**src/rtl/vedic_nxn_pipelined.sv**
```systemverilog
// vedic_nxn_pipelined: parametrised, fully pipelined N x N Vedic (Urdhva-Tiryagbhyam)
// multiplier. Level 1 forms every 2x2 cell product. Each further level merges groups of
// four sub-products into one product of twice the width. Every level is registered.
// A valid/ready handshake stalls the whole pipe when the output is held.
// Optional signed mode: define VEDIC_SIGNED_EN. This adds the sgn port, a magnitude input
// stage and sign restoration in the final stage.
module vedic_nxn_pipelined #(
    parameter int WIDTH = 8
) (
    input  logic               clk1,
    input  logic               rst,
    input  logic               in_valid,
    output logic               in_ready,
    input  logic [WIDTH-1:0]   i,
    input  logic [WIDTH-1:0]   j,
`ifdef VEDIC_SIGNED_EN
    input  logic               sgn,
`endif
    output logic               out_valid,
    input  logic               out_ready,
    output logic [2*WIDTH-1:0] z
);
    localparam int LVL = $clog2(WIDTH);
`ifdef VEDIC_SIGNED_EN
    localparam int OFF = 1;
`else
    localparam int OFF = 0;
`endif
    localparam int LAT = LVL + OFF;

    // 2x2 Vedic cell: vertical and crosswise partial products with the carry folded in
    function automatic logic [3:0] vedic2x2(input logic [1:0] a, input logic [1:0] b);
        logic       c1;
        logic [3:0] p;
        p[0] = a[0] & b[0];
        p[1] = (a[1] & b[0]) ^ (a[0] & b[1]);
        c1   = (a[1] & b[0]) & (a[0] & b[1]);
        p[2] = (a[1] & b[1]) ^ c1;
        p[3] = (a[1] & b[1]) & c1;
        return p;
    endfunction

    logic           stall_s;
    logic [LAT:1]   vld_d;
    logic [LAT:1]   vld_q;
    logic [LAT:1]   ld_s;
    logic [WIDTH-1:0] a_s;
    logic [WIDTH-1:0] b_s;

    // A held output freezes every stage; otherwise each stage loads only a valid beat,
    // so a bubble leaves stale data (and z) untouched.
    assign stall_s   = vld_q[LAT] & ~out_ready;
    assign in_ready  = ~stall_s;
    assign out_valid = vld_q[LAT];
    assign ld_s      = {LAT{~stall_s}} & {vld_q[LAT-1:1], in_valid};

    // Valid bits shift one stage per moving cycle and hold while stalled
    always_comb begin
        vld_d = vld_q;
        if (!stall_s) begin
            vld_d = {vld_q[LAT-1:1], in_valid};
        end else begin
            vld_d = vld_q;
        end
    end

    // Valid-bit register; reset discards every in-flight beat
    always_ff @(posedge clk1) begin
        if (rst) begin
            vld_q <= '0;
        end else begin
            vld_q <= vld_d;
        end
    end

`ifdef VEDIC_SIGNED_EN
    logic [WIDTH-1:0] ia_d, ia_q, ja_d, ja_q;
    logic [LAT-1:1]   neg_d, neg_q;

    // Input stage takes operand magnitudes; the product sign then rides along with its beat
    always_comb begin
        ia_d  = ia_q;
        ja_d  = ja_q;
        neg_d = neg_q;
        if (ld_s[1]) begin
            ia_d     = (sgn && i[WIDTH-1]) ? (~i + {{(WIDTH-1){1'b0}}, 1'b1}) : i;
            ja_d     = (sgn && j[WIDTH-1]) ? (~j + {{(WIDTH-1){1'b0}}, 1'b1}) : j;
            neg_d[1] = sgn & (i[WIDTH-1] ^ j[WIDTH-1]);
        end else begin
            neg_d[1] = neg_q[1];
        end
        for (int s = 2; s < LAT; s++) begin
            if (ld_s[s]) begin
                neg_d[s] = neg_q[s-1];
            end else begin
                neg_d[s] = neg_q[s];
            end
        end
    end

    // Magnitude and sign registers
    always_ff @(posedge clk1) begin
        if (rst) begin
            ia_q  <= '0;
            ja_q  <= '0;
            neg_q <= '0;
        end else begin
            ia_q  <= ia_d;
            ja_q  <= ja_d;
            neg_q <= neg_d;
        end
    end

    assign a_s = ia_q;
    assign b_s = ja_q;
`else
    assign a_s = i;
    assign b_s = j;
`endif

    for (genvar k = 1; k <= LVL; k++) begin : g_lvl
        localparam int B  = 2 ** k;      // operand chunk width at this level
        localparam int N  = WIDTH / B;   // chunks per operand
        localparam int PW = 2 * B;       // sub-product width
        localparam int ST = k + OFF;     // pipeline stage holding this level
        logic [N*N*PW-1:0] c_s;
        logic [N*N*PW-1:0] res_s;
        logic [N*N*PW-1:0] p_d;
        logic [N*N*PW-1:0] p_q;

        if (k == 1) begin : g_leaf
            // One 2x2 cell per (multiplicand pair r, multiplier pair c)
            always_comb begin
                c_s = '0;
                for (int r = 0; r < N; r++) begin
                    for (int c = 0; c < N; c++) begin
                        c_s[(r*N+c)*PW +: PW] = vedic2x2(a_s[2*r +: 2], b_s[2*c +: 2]);
                    end
                end
            end
        end else begin : g_node
            localparam int H = B / 2;
            logic [B-1:0] ll_s, lh_s, hl_s, hh_s;
            logic [B:0]   cr_s;
            // Combine: LL + ((LH + HL) << h) + (HH << 2h); the cross sum keeps its carry bit
            always_comb begin
                c_s  = '0;
                ll_s = '0;
                lh_s = '0;
                hl_s = '0;
                hh_s = '0;
                cr_s = '0;
                for (int r = 0; r < N; r++) begin
                    for (int c = 0; c < N; c++) begin
                        ll_s = g_lvl[k-1].p_q[((2*r)*(2*N) + 2*c)*B +: B];
                        lh_s = g_lvl[k-1].p_q[((2*r)*(2*N) + 2*c+1)*B +: B];
                        hl_s = g_lvl[k-1].p_q[((2*r+1)*(2*N) + 2*c)*B +: B];
                        hh_s = g_lvl[k-1].p_q[((2*r+1)*(2*N) + 2*c+1)*B +: B];
                        cr_s = {1'b0, lh_s} + {1'b0, hl_s};
                        c_s[(r*N+c)*PW +: PW] = (PW)'(ll_s) + ((PW)'(cr_s) << H) + {hh_s, {B{1'b0}}};
                    end
                end
            end
        end

        if (k == LVL) begin : g_last
`ifdef VEDIC_SIGNED_EN
            // Final stage re-applies the product sign carried with the beat
            always_comb begin
                if (neg_q[LAT-1]) begin
                    res_s = ~c_s + {{(PW-1){1'b0}}, 1'b1};
                end else begin
                    res_s = c_s;
                end
            end
`else
            assign res_s = c_s;
`endif
        end else begin : g_mid
            assign res_s = c_s;
        end

        // Load a valid moving beat, otherwise hold
        always_comb begin
            if (ld_s[ST]) begin
                p_d = res_s;
            end else begin
                p_d = p_q;
            end
        end

        // Level register
        always_ff @(posedge clk1) begin
            if (rst) begin
                p_q <= '0;
            end else begin
                p_q <= p_d;
            end
        end
    end

    assign z = g_lvl[LVL].p_q;

endmodule

```
**config.mk**
```make
export PLATFORM = sky130hd
export DESIGN_NAME = vedic_nxn_pipelined
export DESIGN_NICKNAME = d
export VERILOG_FILES = /design/src/rtl/vedic_nxn_pipelined.sv
export SDC_FILE = /design/constraint.sdc
export NUM_CORES = 1
export LEC_CHECK = 0
export CAP_MARGIN = 40
export CORE_MARGIN = 1
export CORE_UTILIZATION = 51
export DETAILED_ROUTE_END_ITERATION = 7
export DONT_BUFFER_PORTS = 1
export GPL_ROUTABILITY_DRIVEN = 0
export PLACE_DENSITY = 0.66
export SYNTH_ARGS = -nofsm -noshare
export SYNTH_HDL_FRONTEND = slang
export SYNTH_SLANG_ARGS = --single-unit
```
**constraint.sdc**
```tcl
create_clock -name clk1 -period 3.7 [get_ports clk1]
set_input_delay 1.11 -clock clk1 [delete_from_list [all_inputs] [get_ports clk1]]
set_output_delay 1.11 -clock clk1 [all_outputs]
set_load 0.1 [all_outputs]
```
==> results by group, run 1 <==
Detailed routing
  • Drt drc: 0
  • Via density: 5.46
  • Routed via count: roughly 5400
  • Starting DRT DRC Count: 300
  • Final ANT Viol Nets: 0
  • Routed len/inst: between 15 and 20 um
  • Pre-Repair DR Iteration Count: 5
  • Final wirelength: between 15 and 20 mm

Clock network
  • H-tree depth: 4
  • TritonCTS clock tree: yes
  • Post-CTS sizing: 0
  • CTS root buf: clkbuf_16
  • Clock transition at the registers of the reported paths: 0.06 ns
  • Worst-skew pair later-pin latency: about 0.41 ns
  • Hold Buf Count CTS: 0
  • Post-CTS setup buffer count: 0
  • Longest Clk Path Bufs: 2
  • # clock sinks: between 100 and 150
  • CTS buffer count: 17

STA
  • WHS: 0.455 ns
  • RSZ-0062 raised after global routing: no
  • Period utilization: 0.883
  • Slew @ Worst Pin: ~0.72 ns
  • Final slew viol count: 0
  • Period minus WS final: between 3 and 4 ns
  • Final worst slack: 0.433 ns
  • Worst-case clock skew: 0.00823 ns
  • Fmax: slightly above 300 MHz
  • # setup viols final: 0
  • Final Hold Viols: 0
  • Worst rel slew slack: 0.522
  • Setup TNS: 0 ns

Cells and area
  • Fin util: 0.603
  • ANT cells: 0
  • Final Instance Area: between 7000 and 8000 um^2
  • Final Non-Filler Cells: roughly 1000
  • Final-layout fill cell count: 1126
  • Area delta synth->final: 15.0%
  • Layout Nets: 926
  • Layout cell share with drive strength beyond 1: 0.0779

Setup path
  • CP Data Arrival Time: 3.60 ns
  • Critical Path Fanout Max: 3
  • Crit start category: flop
  • CP Capture Type: flop
  • Worst EP required: just over 4 ns
  • Worst setup path class: reg -> reg

Power and ir drop
  • Overall Power: between 3 and 4 mW
  • Power density over the cells: approximately 440 nW/um^2
  • Max rail drop VDD: 0.318 mV
  • Pleak: around 3.4 nW

Floorplan
  • Die area: ~13000 um^2
  • Num rows: 41
  • # IOs: 38
  • Starting Density: 0.525
  • Die H: approximately 120 um
  • DIE WIDTH: between 100 and 150 um
  • Floorplan core area: between 10000 and 15000 um^2

Synth
  • Top_reg_cell synth: dfxtp_1
  • Syn nets: about 930
  • Synthesized area: 6650 um^2
  • Yosys warns: 0
  • Post-synthesis sequential area ratio: 0.346
  • Top cell type's share of synthesized area: 0.346
  • Fraction of registers with async set/reset: 0
  • Post-synth EDFFs: 0
  • #FFs+latches synth: ~120
  • Mean Syn Cell Area: ~8.2 um^2
  • Post-synthesis cell count: between 800 and 900
  • Synth top area cells: dfxtp_1 35%, ha_1 16%, nand2_1 11%
  • Largest area contributor in the netlist: dfxtp_1
  • Post-synth cell types: 45

Job
  • Maximum capacitance violations: 0

Place
  • Placed Instances: slightly below 1000
  • # port buffers: 0
  • Placement Cell Area: roughly 7000 um^2
  • HPWL after detailed placement: 10.4 mm
  • Pre-CTS setup slack: 0.427 ns

GRT
  • Antenna violations before repair: 0
  • Vias in the first global route: 5169
  • First-pass GRT wire length: approximately 25 mm
  • Grt total ovfl: 0
  • Gr usage total: 0.245
  • Largest net degree at the start of global routing: roughly 120

Status
  • Status: complete, no violations

Worst hold path
  • Worst min path class: reg -> reg
==> registers in the layout, summed over array words and instances, names as in the netlist <==
signal	cells
z	16
vld_q	3
g_lvl.p_q	96
==> cell type report <==
| type | instances | area, um^2 | area share |
|---|---|---|---|
| tap | 172 | 215 | 0.0282 |
| multi-input combinational | 639 | 4120 | 0.538 |
| clock inverter | 13 | 183 | 0.0239 |
| sequential | 115 | 2300 | 0.301 |
| inverter | 13 | 48.8 | 0.00639 |
| clock buffer | 19 | 453 | 0.0593 |
| timing repair buffer | 23 | 325 | 0.0426 |
==> logic make-up (layout without fill, tap and decap cells) <==
kind of cell | Yosys count | count (layout) | synth area share
adder cells (fa/ha/maj) | 97 | 97 | 0.194
flip-flops | 115 | 115 | 0.346
AND/OR/NAND/NOR | 320 | 320 | 0.218
multiplexers | 2 | 2 | 0.00320
buffers and inverters | 54 | 68 | 0.0350
XOR/XNOR | 26 | 26 | 0.0343
AO/OA/AOI/OAI | 194 | 194 | 0.170
==> critical path: stages, from the launching register on <==
cell and delay (ns):
dfxtp_1 0.34, ha_1 0.18, inv_1 0.06, fa_1 0.40, nor2b_1 0.12, o21ai_0 0.09, a21boi_0 0.31, o21ai_0 0.12
a21oi_1 0.19, ha_1 0.27, a21oi_1 0.24, o21ai_0 0.16, and3_1 0.21, or3_1 0.34, a31oi_1 0.16
==> routing by layer <==
metal,vias up,GRT usage,part of all wire
li1,2772,-,-
met1,2511,0.315,0.47
met2,125,0.392,0.46
met3,17,0.0768,0.051
met4,0,0.0761,0.015
met5,-,0,0
==> synth_stat cells, drive strengths merged, types with 13 or more instances <==
master  number
nand2      201
a21oi      122
dfxtp      115
ha          87
and2        51
buf         26
a21o        24
xnor2       23
nand3       21
nor2        17
o21ai       17
clkbuf      15
inv         13
==> final timing paths <==
check	to	cells after the start	from	slack [ns]
max	z[15]	14	g_lvl[2].p_q[8]	0.43
min	g_lvl[1].p_q[4]	2	g_lvl[1].p_q[4]	0.46
max reg2reg	z[15]	14	g_lvl[2].p_q[8]	0.43
min reg2reg	g_lvl[1].p_q[4]	2	g_lvl[1].p_q[4]	0.46
==> layout by cell type, fill, tap and decap left out, types with 5 or more instances in the layout <==
| cell | Yosys | layout |
|---|---|---|
| fa_1 | 10 | 10 |
| nor4b_1 | 6 | 6 |
| nand2_1 | 201 | 200 |
| ha_1 | 87 | 87 |
| a21o_1 | 24 | 24 |
| dfxtp_1 | 115 | 115 |
| nand3_1 | 21 | 21 |
| a211oi_1 | 9 | 9 |
| clkbuf_16 | 0 | 17 |
| buf_8 | 0 | 16 |
| nor2_1 | 17 | 17 |
| inv_1 | 13 | 13 |
| a21oi_1 | 121 | 121 |
| and2_1 | 51 | 50 |
| a31oi_1 | 6 | 6 |
| xnor2_1 | 23 | 23 |
| nor3_1 | 7 | 7 |
| buf_4 | 0 | 5 |
| o21ai_0 | 17 | 17 |
==> power breakdown <==
group	internal, mW	total (mW)	switching (mW)	leakage [nW]
Combinational	0.128	0.323	0.195	2.15
Clock	1.16	1.74	0.584	0.301
Sequential	1.28	1.31	0.0304	0.935
Total	2.57	3.38	0.809	3.38
Note: power is estimated with default switching activity, not from simulation.
==> inputs of run 2 (changes only) <==
--- a/config.mk
+++ b/config.mk
@@ -7,11 +7,11 @@
 export LEC_CHECK = 0
 export CAP_MARGIN = 40
 export CORE_MARGIN = 1
-export CORE_UTILIZATION = 51
+export CORE_UTILIZATION = 40
 export DETAILED_ROUTE_END_ITERATION = 7
 export DONT_BUFFER_PORTS = 1
 export GPL_ROUTABILITY_DRIVEN = 0
-export PLACE_DENSITY = 0.66
+export REMOVE_ABC_BUFFERS = 1
 export SYNTH_ARGS = -nofsm -noshare
 export SYNTH_HDL_FRONTEND = slang
 export SYNTH_SLANG_ARGS = --single-unit
==> results by group, run 2 (synthesis gave the netlist of run 1 again) <==
Power and ir drop
  • Max rail drop VDD: 0.329 mV (+3.7%)
  • Pleak: 3.38 nW (about the same)
  • Power density over the cells: 446 nW/um^2 (+0.94%)

Place
  • Pre-CTS setup slack: 0.426 ns (-0.000900 ns)
  • # port buffers: 0 (unchanged)
  • Placed Instances: 1005 (+4.5%)
  • HPWL after detailed placement: 9.79 mm (-5.9%)

Clock network
  • Post-CTS sizing: 0 (unchanged)
  • Clock transition at the registers of the reported paths: 0.06 ns (about the same)
  • CTS buffer count: 17 (unchanged)
  • Post-CTS setup buffer count: 0 (unchanged)
  • TritonCTS clock tree: yes
  • Longest Clk Path Bufs: 2 (unchanged)
  • H-tree depth: 4 (unchanged)
  • CTS root buf: clkbuf_16
  • # clock sinks: 115 (unchanged)
  • Hold Buf Count CTS: 0 (unchanged)
  • Worst-skew pair later-pin latency: 0.42 ns (about the same)

Setup path
  • CP Data Arrival Time: 3.58 ns (-0.02 ns)
  • Worst EP required: 4.05 ns (+0.02 ns)
  • Worst setup path class: reg -> reg
  • CP Capture Type: flop
  • Crit start category: flop
  • Critical Path Fanout Max: 3 (unchanged)

STA
  • RSZ-0062 raised after global routing: no
  • Final worst slack: 0.468 ns (+0.0359 ns)
  • # setup viols final: 0 (unchanged)
  • Worst rel slew slack: 0.559 (+0.0372)
  • Slew @ Worst Pin: 0.662 ns (-0.0558 ns)
  • Fmax: 309 MHz (+1.1%)
  • Worst-case clock skew: 0.00694 ns (-0.00129 ns)
  • Period utilization: 0.873 (-0.00969)
  • Final Hold Viols: 0 (unchanged)
  • Setup TNS: 0 ns (unchanged)
  • Period minus WS final: 3.23 ns (-0.0359 ns)
  • Final slew viol count: 0 (unchanged)

Floorplan
  • Starting Density: 0.414 (-0.111)
  • # IOs: 38 (unchanged)
  • DIE WIDTH: 131 um (+13%)
  • Num rows: 46 (+12%)
  • Die H: 131 um (+13%)
  • Floorplan core area: 16100 um^2 (+27%)
  • Die area: 17100 um^2 (+27%)

Detailed routing
  • Final ANT Viol Nets: 0 (unchanged)
  • Pre-Repair DR Iteration Count: 4 (-1)
  • Routed len/inst: 14.2 um (-7.2%)
  • Routed via count: 5210 (-4.0%)
  • Final wirelength: 14.7 mm (-3.2%)
  • Via density: 5.02 (-7.9%)
  • Drt drc: 0 (unchanged)
  • Starting DRT DRC Count: 308 (+2.7%)

GRT
  • Gr usage total: 0.190 (-0.0544)
  • Largest net degree at the start of global routing: 121 (unchanged)
  • Vias in the first global route: 4908 (-5.0%)
  • First-pass GRT wire length: 24.9 mm (-1.7%)
  • Antenna violations before repair: 0 (unchanged)
  • Grt total ovfl: 0 (unchanged)

Cells and area
  • Largest Register: g_lvl.p_q
  • Most common cell after layout, fill and taps aside: nand2_1
  • Area delta synth->final: 16.0%
  • Final-layout fill cell count: 1586 (+41%)
  • Commonest non-fill, non-tap cells in the layout: 200 x nand2_1, 121 x a21oi_1, 115 x dfxtp_1, 87 x ha_1, 50 x and2_1
  • Final Non-Filler Cells: 1037 (+4.3%)
  • ANT cells: 0 (unchanged)
  • Layout Nets: 925 (-0.11%)
  • Max reg flops: 96 (unchanged)
  • Layout cell share with drive strength beyond 1: 0.0767 (-0.00112)

Worst hold path
  • Worst min path class: reg -> reg

Status
  • Status: complete, no violations

Job
  • Maximum capacitance violations: 0 (unchanged)
## run 2: changes by cell type in the layout (fill, tap and decap cells not counted), moves of 2 or more
cell and change:
clkinv_2 -2, inv_6 +3, buf_4 -2, clkbuf_8 -2
## run 2: area by class of cell
class                      instances  area [um^2]  area share
sequential                       115         2300       0.299
tap                              216          270      0.0351
multi-input combinational        639         4120       0.534
clock buffer                      17          425      0.0552
clock inverter                    15          229      0.0297
inverter                          13         48.8     0.00633
timing repair buffer              22          318      0.0412
## run 2: per-layer routing
layer / vias to the layer above / GRT usage / part of all wire
met5: - / 0 / 0
met4: 0 / 0.0609 / 0.013
met3: 13 / 0.0509 / 0.040
met2: 78 / 0.301 / 0.45
met1: 2346 / 0.252 / 0.50
li1: 2773 / - / -
## run 2: critical path, cell delays in order (launching register included)
cell and delay, ns:
dfxtp_1 0.34, ha_1 0.17, inv_1 0.05, fa_1 0.40, nor2b_1 0.12, o21ai_0 0.09
a21boi_0 0.31, o21ai_0 0.13, a21oi_1 0.19, ha_1 0.28, a21oi_1 0.23, o21ai_0 0.15
and3_1 0.21, or3_1 0.34, a31oi_1 0.15
## run 2: power by group
group	total, mW	switching (mW)	internal (mW)	leakage, nW
combinational	0.317	0.191	0.126	2.14
clock	1.81	0.612	1.20	0.306
sequential	1.31	0.0289	1.28	0.935
total	3.44	0.832	2.61	3.38
## run 2: per-stage QoR
| stage | hold WS (ns) | cell area (um^2) | total power, mW | util |
|---|---|---|---|---|
| floorplan | 0.426 | 6460 | 1.57 | - |
| global placement | 0.435 | 6800 | 1.64 | 0.423 |
| detailed placement | 0.440 | 7050 | 1.65 | 0.439 |
| CTS | 0.449 | 7710 | 3.48 | 0.480 |
| global route | 0.470 | 7710 | 3.57 | 0.480 |
| finish | 0.452 | 7710 | 3.44 | 0.480 |
## run 2: worst paths after layout
path                                        from  slack, ns               end  depth (start not counted)
worst max-delay path             g_lvl[2].p_q[8]       0.47             z[15]                         14
worst min-delay path            g_lvl[1].p_q[40]       0.45  g_lvl[1].p_q[40]                          2
worst max register to register   g_lvl[2].p_q[8]       0.47             z[15]                         14
worst min register to register  g_lvl[1].p_q[40]       0.45  g_lvl[1].p_q[40]                          2
==> inputs of run 3 (changes only) <==
--- a/config.mk
+++ b/config.mk
@@ -11,7 +11,9 @@
 export DETAILED_ROUTE_END_ITERATION = 7
 export DONT_BUFFER_PORTS = 1
 export GPL_ROUTABILITY_DRIVEN = 0
+export GPL_TIMING_DRIVEN = 0
 export REMOVE_ABC_BUFFERS = 1
+export SKIP_LAST_GASP = 1
 export SYNTH_ARGS = -nofsm -noshare
 export SYNTH_HDL_FRONTEND = slang
 export SYNTH_SLANG_ARGS = --single-unit
==> results by group, run 3 (synthesis gave the netlist of run 1 again) <==
GRT
  • Antenna violations before repair: 0 (unchanged)
  • Largest net degree at the start of global routing: 121 (unchanged)
  • First-pass GRT wire length: 24.5 mm (-1.3%)
  • Vias in the first global route: 4880 (-0.57%)
  • Grt total ovfl: 0 (unchanged)
  • Gr usage total: 0.188 (-0.00188)

Floorplan
  • Starting Density: 0.414 (unchanged)
  • Floorplan core area: 16100 um^2 (unchanged)
  • Die H: 131 um (unchanged)
  • DIE WIDTH: 131 um (unchanged)
  • Num rows: 46 (unchanged)
  • Die area: 17100 um^2 (unchanged)
  • # IOs: 38 (unchanged)

Setup path
  • Critical Path Fanout Max: 3 (unchanged)
  • CP Capture Type: flop
  • CP Data Arrival Time: 3.55 ns (-0.03 ns)
  • Crit start category: flop
  • Worst reg-to-reg path cell count: 14 (unchanged)
  • Worst EP required: 4.04 ns (about the same)
  • R2R setup slack: 0.49 ns (+0.02 ns)
  • Worst setup path class: reg -> reg

Cells and area
  • Max reg flops: 96 (unchanged)
  • Layout Nets: 925 (unchanged)
  • Register Area: 2300 um^2 (unchanged)
  • Commonest non-fill, non-tap cells in the layout: 200 x nand2_1, 121 x a21oi_1, 115 x dfxtp_1, 87 x ha_1, 50 x and2_1
  • Layout cell share with drive strength beyond 1: 0.0721 (-0.00461)
  • Area of the multi-input gates: 4120 um^2 (unchanged)
  • Area delta synth->final: 15.3%
  • Most common cell after layout, fill and taps aside: nand2_1
  • Fin util: 0.477 (-0.00281)
  • Largest Register: g_lvl.p_q
  • Final-layout fill cell count: 1593 (+0.44%)
  • ANT cells: 0 (unchanged)

Place
  • HPWL after detailed placement: 9.93 mm (+1.4%)
  • Pre-CTS setup slack: 0.431 ns (+0.00462 ns)
  • # port buffers: 0 (unchanged)

Detailed routing
  • Pre-Repair DR Iteration Count: 5 (+1)
  • Final wirelength: 14.9 mm (+1.3%)
  • Starting DRT DRC Count: 270 (-12%)
  • Drt drc: 0 (unchanged)
  • Routed via count: 5178 (-0.61%)
  • Final ANT Viol Nets: 0 (unchanged)
  • Via density: 5.01 (-0.33%)
  • Routed len/inst: 14.4 um (+1.6%)

STA
  • Worst-case clock skew: 0.00890 ns (+0.00197 ns)
  • Final worst slack: 0.490 ns (+0.0216 ns)
  • Worst rel slew slack: 0.553 (-0.00522)
  • Fmax: 312 MHz (+0.67%)
  • Period utilization: 0.868 (-0.00583)
  • Slew @ Worst Pin: 0.668 ns (+0.00622 ns)
  • Final slew viol count: 0 (unchanged)
  • RSZ-0062 raised after global routing: no
  • Period minus WS final: 3.21 ns (-0.0216 ns)
  • WHS: 0.450 ns (-0.00179 ns)
  • Final Hold Viols: 0 (unchanged)
  • # setup viols final: 0 (unchanged)

Power and ir drop
  • Power density over the cells: 416 nW/um^2 (-6.8%)
  • Pleak: 3.38 nW (about the same)
  • Max rail drop VDD: 0.312 mV (-5.2%)

Clock network
  • CTS root buf: clkbuf_16
  • Post-CTS setup buffer count: 0 (unchanged)
  • TritonCTS clock tree: yes
  • Clock transition at the registers of the reported paths: 0.05 ns (about the same)
  • CTS buffer count: 17 (unchanged)
  • # clock sinks: 115 (unchanged)
  • H-tree depth: 4 (unchanged)
  • Worst-skew pair later-pin latency: 0.42 ns (about the same)
  • Longest Clk Path Bufs: 2 (unchanged)

Job
  • Maximum capacitance violations: 0 (unchanged)

Worst hold path
  • Hold depth: 2 (unchanged)
  • Worst min path class: reg -> reg

Status
  • Status: complete, no violations
[run 3: what timing repair did]
item                                    in CTS  in global routing
resized for setup                            0                  1
hold endpoints to repair                     0                  0
endpoints found under the setup margin       0                  1
hold buffers                                 0                  0
[run 3: power breakdown]
part | switching [mW] | total, mW | leakage, nW | internal (mW)
Clock | 0.541 | 1.55 | 0.284 | 1.01
Combinational | 0.191 | 0.322 | 2.16 | 0.131
Sequential | 0.0288 | 1.31 | 0.935 | 1.28
[run 3: critical path, cell delays in order (launching register included)]
cell and delay [ns]:
dfxtp_1 0.33, ha_1 0.18, inv_1 0.06, fa_1 0.40, nor2b_1 0.13, o21ai_0 0.11, a21boi_1 0.25, o21ai_0 0.11
a21oi_1 0.20, ha_1 0.28, a21oi_1 0.23, o21ai_0 0.16, and3_1 0.22, or3_1 0.34, a31oi_1 0.15
[run 3: stage by stage]
| stage | total power [mW] | cells | setup TNS, ns | instance area (um^2) |
|---|---|---|---|---|
| floorplan | 1.57 | 767 | 0 | 6460 |
| global placement | 1.63 | 983 | -35.97 | 6730 |
| detailed placement | 1.66 | 1005 | 0 | 7100 |
| CTS | 3.23 | 1034 | 0 | 7660 |
| global route | 3.32 | 1034 | 0 | 7660 |
| finish | 3.19 | 1034 | 0 | 7660 |
[run 3: layer usage]
metal / share of wire / vias to the layer above / global-route usage
met5: 0 / - / 0
li1: - / 2769 / -
met1: 0.49 / 2328 / 0.243
met3: 0.039 / 7 / 0.0493
met2: 0.46 / 74 / 0.306
met4: 0.0065 / 0 / 0.0609
[run 3: final timing paths]
path / from / end
setup reg to reg: g_lvl[2].p_q[8] / z[15]
hold / removal: g_lvl[1].p_q[32] / g_lvl[1].p_q[32]
setup / recovery: g_lvl[2].p_q[8] / z[15]
hold reg to reg: g_lvl[1].p_q[32] / g_lvl[1].p_q[32]
[run 3: layout make-up]
| type | count | area share |
|---|---|---|
| tap | 216 | 0.0353 |
| clock buffer | 24 | 0.0668 |
| multi-input combinational | 639 | 0.537 |
| clock inverter | 5 | 0.00653 |
| timing repair buffer | 22 | 0.0477 |
| inverter | 13 | 0.00637 |
| sequential | 115 | 0.300 |
==> RTL edit (settings of run 2) <==
Change the parameter `WIDTH` from 8 to 16.
--- a/src/rtl/vedic_nxn_pipelined.sv
+++ b/src/rtl/vedic_nxn_pipelined.sv
@@ -5,7 +5,7 @@
 // Optional signed mode: define VEDIC_SIGNED_EN. This adds the sgn port, a magnitude input
 // stage and sign restoration in the final stage.
 module vedic_nxn_pipelined #(
-    parameter int WIDTH = 8
+    parameter int WIDTH = 16
 ) (
     input  logic               clk1,
     input  logic               rst,
Interface: changed (resized i, j and z); port bits go from 38 to 70. No check against the original RTL was run, so the function may have changed too.
==> RTL edit against run 2 <==
- the run now ends with setup timing left
- total power grew to 3.6 times the old value
- critical endpoint is now z[26]
- synthesized area grew to 4.2 times the old value
- clock power grew to 3.1 times the old value
- sequential cell count grew 369
- design area grew to 4.2 times the old value
- critical path type unchanged
- setup slack lost 1.2 ns
- routed wire length grew to 4.7 times the old value
==> RTL edit: results (changes against run 2) <==
[cells_and_area]
fin_nets=3863  ; +320%
layout-drive-gt1-share=0.09088  ; +0.01415
fillers=6760  ; +330%
largest_register_ffs=448  ; +370%

[route]
wl_per_cell_um=15.91  ; +12%
firstDrtPassIters=6  ; +2
via_count=22371  ; +330%

[pwr]
p_leak_uw=0.01463  ; +330%
peakVddDrop_mv=0.3654  ; +11%

[place]
place_ws_ns=-1.230  ; -1.656 ns
hpwl_um=45890  ; +370%

[synthesis]
synthTopCellsByCount=nand2_1 (823), a21oi_1 (553), dfxtp_1 (484)
yosysUniqueCellTypes=56  ; +24%
netlist_top_cells_area=dfxtp_1 (35%), ha_1 (17%), nand2_1 (11%)

[global_route]
grt_pass1_vias=21314  ; +330%
antenna_found_initial=7  ; +7
grt_start_max_net_pins=485  ; +300%
grt_util_all_layers=0.1963  ; +0.005925

[sta]
slew_headroom=0.3635  ; -0.1952
clock_skew_ns=0.02011  ; +0.01318 ns
setup_slack_ns=-0.7809  ; -1.249 ns
setup_viol=14  ; +14
fin_setup_tns_ns=-6.746  ; -6.746 ns

[worst_setup_path]
cp-startpoint=g_lvl[3].p_q[16]

[clocking]
cts.path.max_buffers=3  ; +1
cts-buffers-inserted=56  ; +39
h-tree-depth=2  ; -2
clkLatencyLatePin_ns=0.62  ; +0.20 ns

[hold_path]
worstHoldStart=g_lvl[1].p_q[200]

[outcome]
violations=setup timing
status=finished with violations

[RTL edit: cell count changes after synthesis, moves of 147 or more]
cell	delta
ha_1	+289
a21oi_1	+432
and2_1	+147
dfxtp_1	+369
clkbuf_1	+165
nand2_1	+622
[RTL edit: repair_timing]
| item | 4_1_cts | 5_1_grt |
|---|---|---|
| pin swaps | 50 | 29 |
| gates resized for setup | 41 | 24 |
| buffers inserted | 8 | 8 |
| setup endpoints to repair | 16 | 18 |
| cloned | 0 | 0 |
[RTL edit: cell families after synthesis]
group,share of synthesized area
simple gates,0.1926
compound gates,0.1713
mux,0.0003565
fa+ha+maj,0.1989
buf+inv,0.02972
flops,0.3451
xor+xnor,0.06203
[RTL edit: power groups by stage]
stage / Combinational (uW) / Sequential, uW / Clock, uW
after floorplan: 888 / 5610 / 0
after global placement: 1180 / 5640 / 0
after detailed placement: 1240 / 5620 / 0
after CTS: 1260 / 5510 / 5720
after global routing: 1420 / 5530 / 5920
final: 1260 / 5510 / 5560
[RTL edit: path summary, 6_finish.rpt]
check,end,slack (ns),cells after the start
hold reg to reg,g_lvl[2].p_q[104],0.45,2
hold / removal,g_lvl[2].p_q[104],0.45,2
setup / recovery,z[26],-0.78,21
setup reg to reg,z[26],-0.78,21
[RTL edit: layout make-up]
| type | count | area share |
|---|---|---|
| multi-input combinational | 2680 | 0.5513 |
| sequential | 484 | 0.2998 |
| timing repair buffer | 154 | 0.05309 |
| clock buffer | 76 | 0.04787 |
| tap | 931 | 0.03603 |
| clock inverter | 19 | 0.008088 |
| inverter | 31 | 0.003599 |
| antenna | 3 | 0.0002322 |
[RTL edit: layer usage]
| metal | wire (um) | track usage | share of wire |
|---|---|---|---|
| met2 | 32330 | 0.3274 | 0.46 |
| met5 | 0 | 0 | 0 |
| met4 | 1185 | 0.04318 | 0.017 |
| met1 | 33420 | 0.2664 | 0.48 |
| met3 | 2706 | 0.02888 | 0.039 |
[RTL edit: through the flow]
step           instances  area [um^2]
6_report            4378        32330
5_1_grt             4376        32330
4_1_cts             4367        32170
3_3_place_gp        4234        29530
3_5_place_dp        4265        30140
2_1_floorplan       3195        27360
[RTL edit: critical path, cell delays in order, from the launching register on]
cell	delay [ns]
dfxtp_2	0.35
ha_4	0.14
inv_2	0.03
fa_2	0.52
inv_2	0.06
fa_2	0.34
a21o_1	0.20
a21oi_2	0.15
o211ai_1	0.12
a21o_1	0.18
a21oi_2	0.19
xor2_1	0.10
ha_2	0.21
fa_2	0.34
a21o_1	0.17
a21oi_2	0.14
o21bai_1	0.12
a2111o_1	0.44
a41oi_4	0.21
xnor2_1	0.15
nand2_1	0.07
a21oi_1	0.16
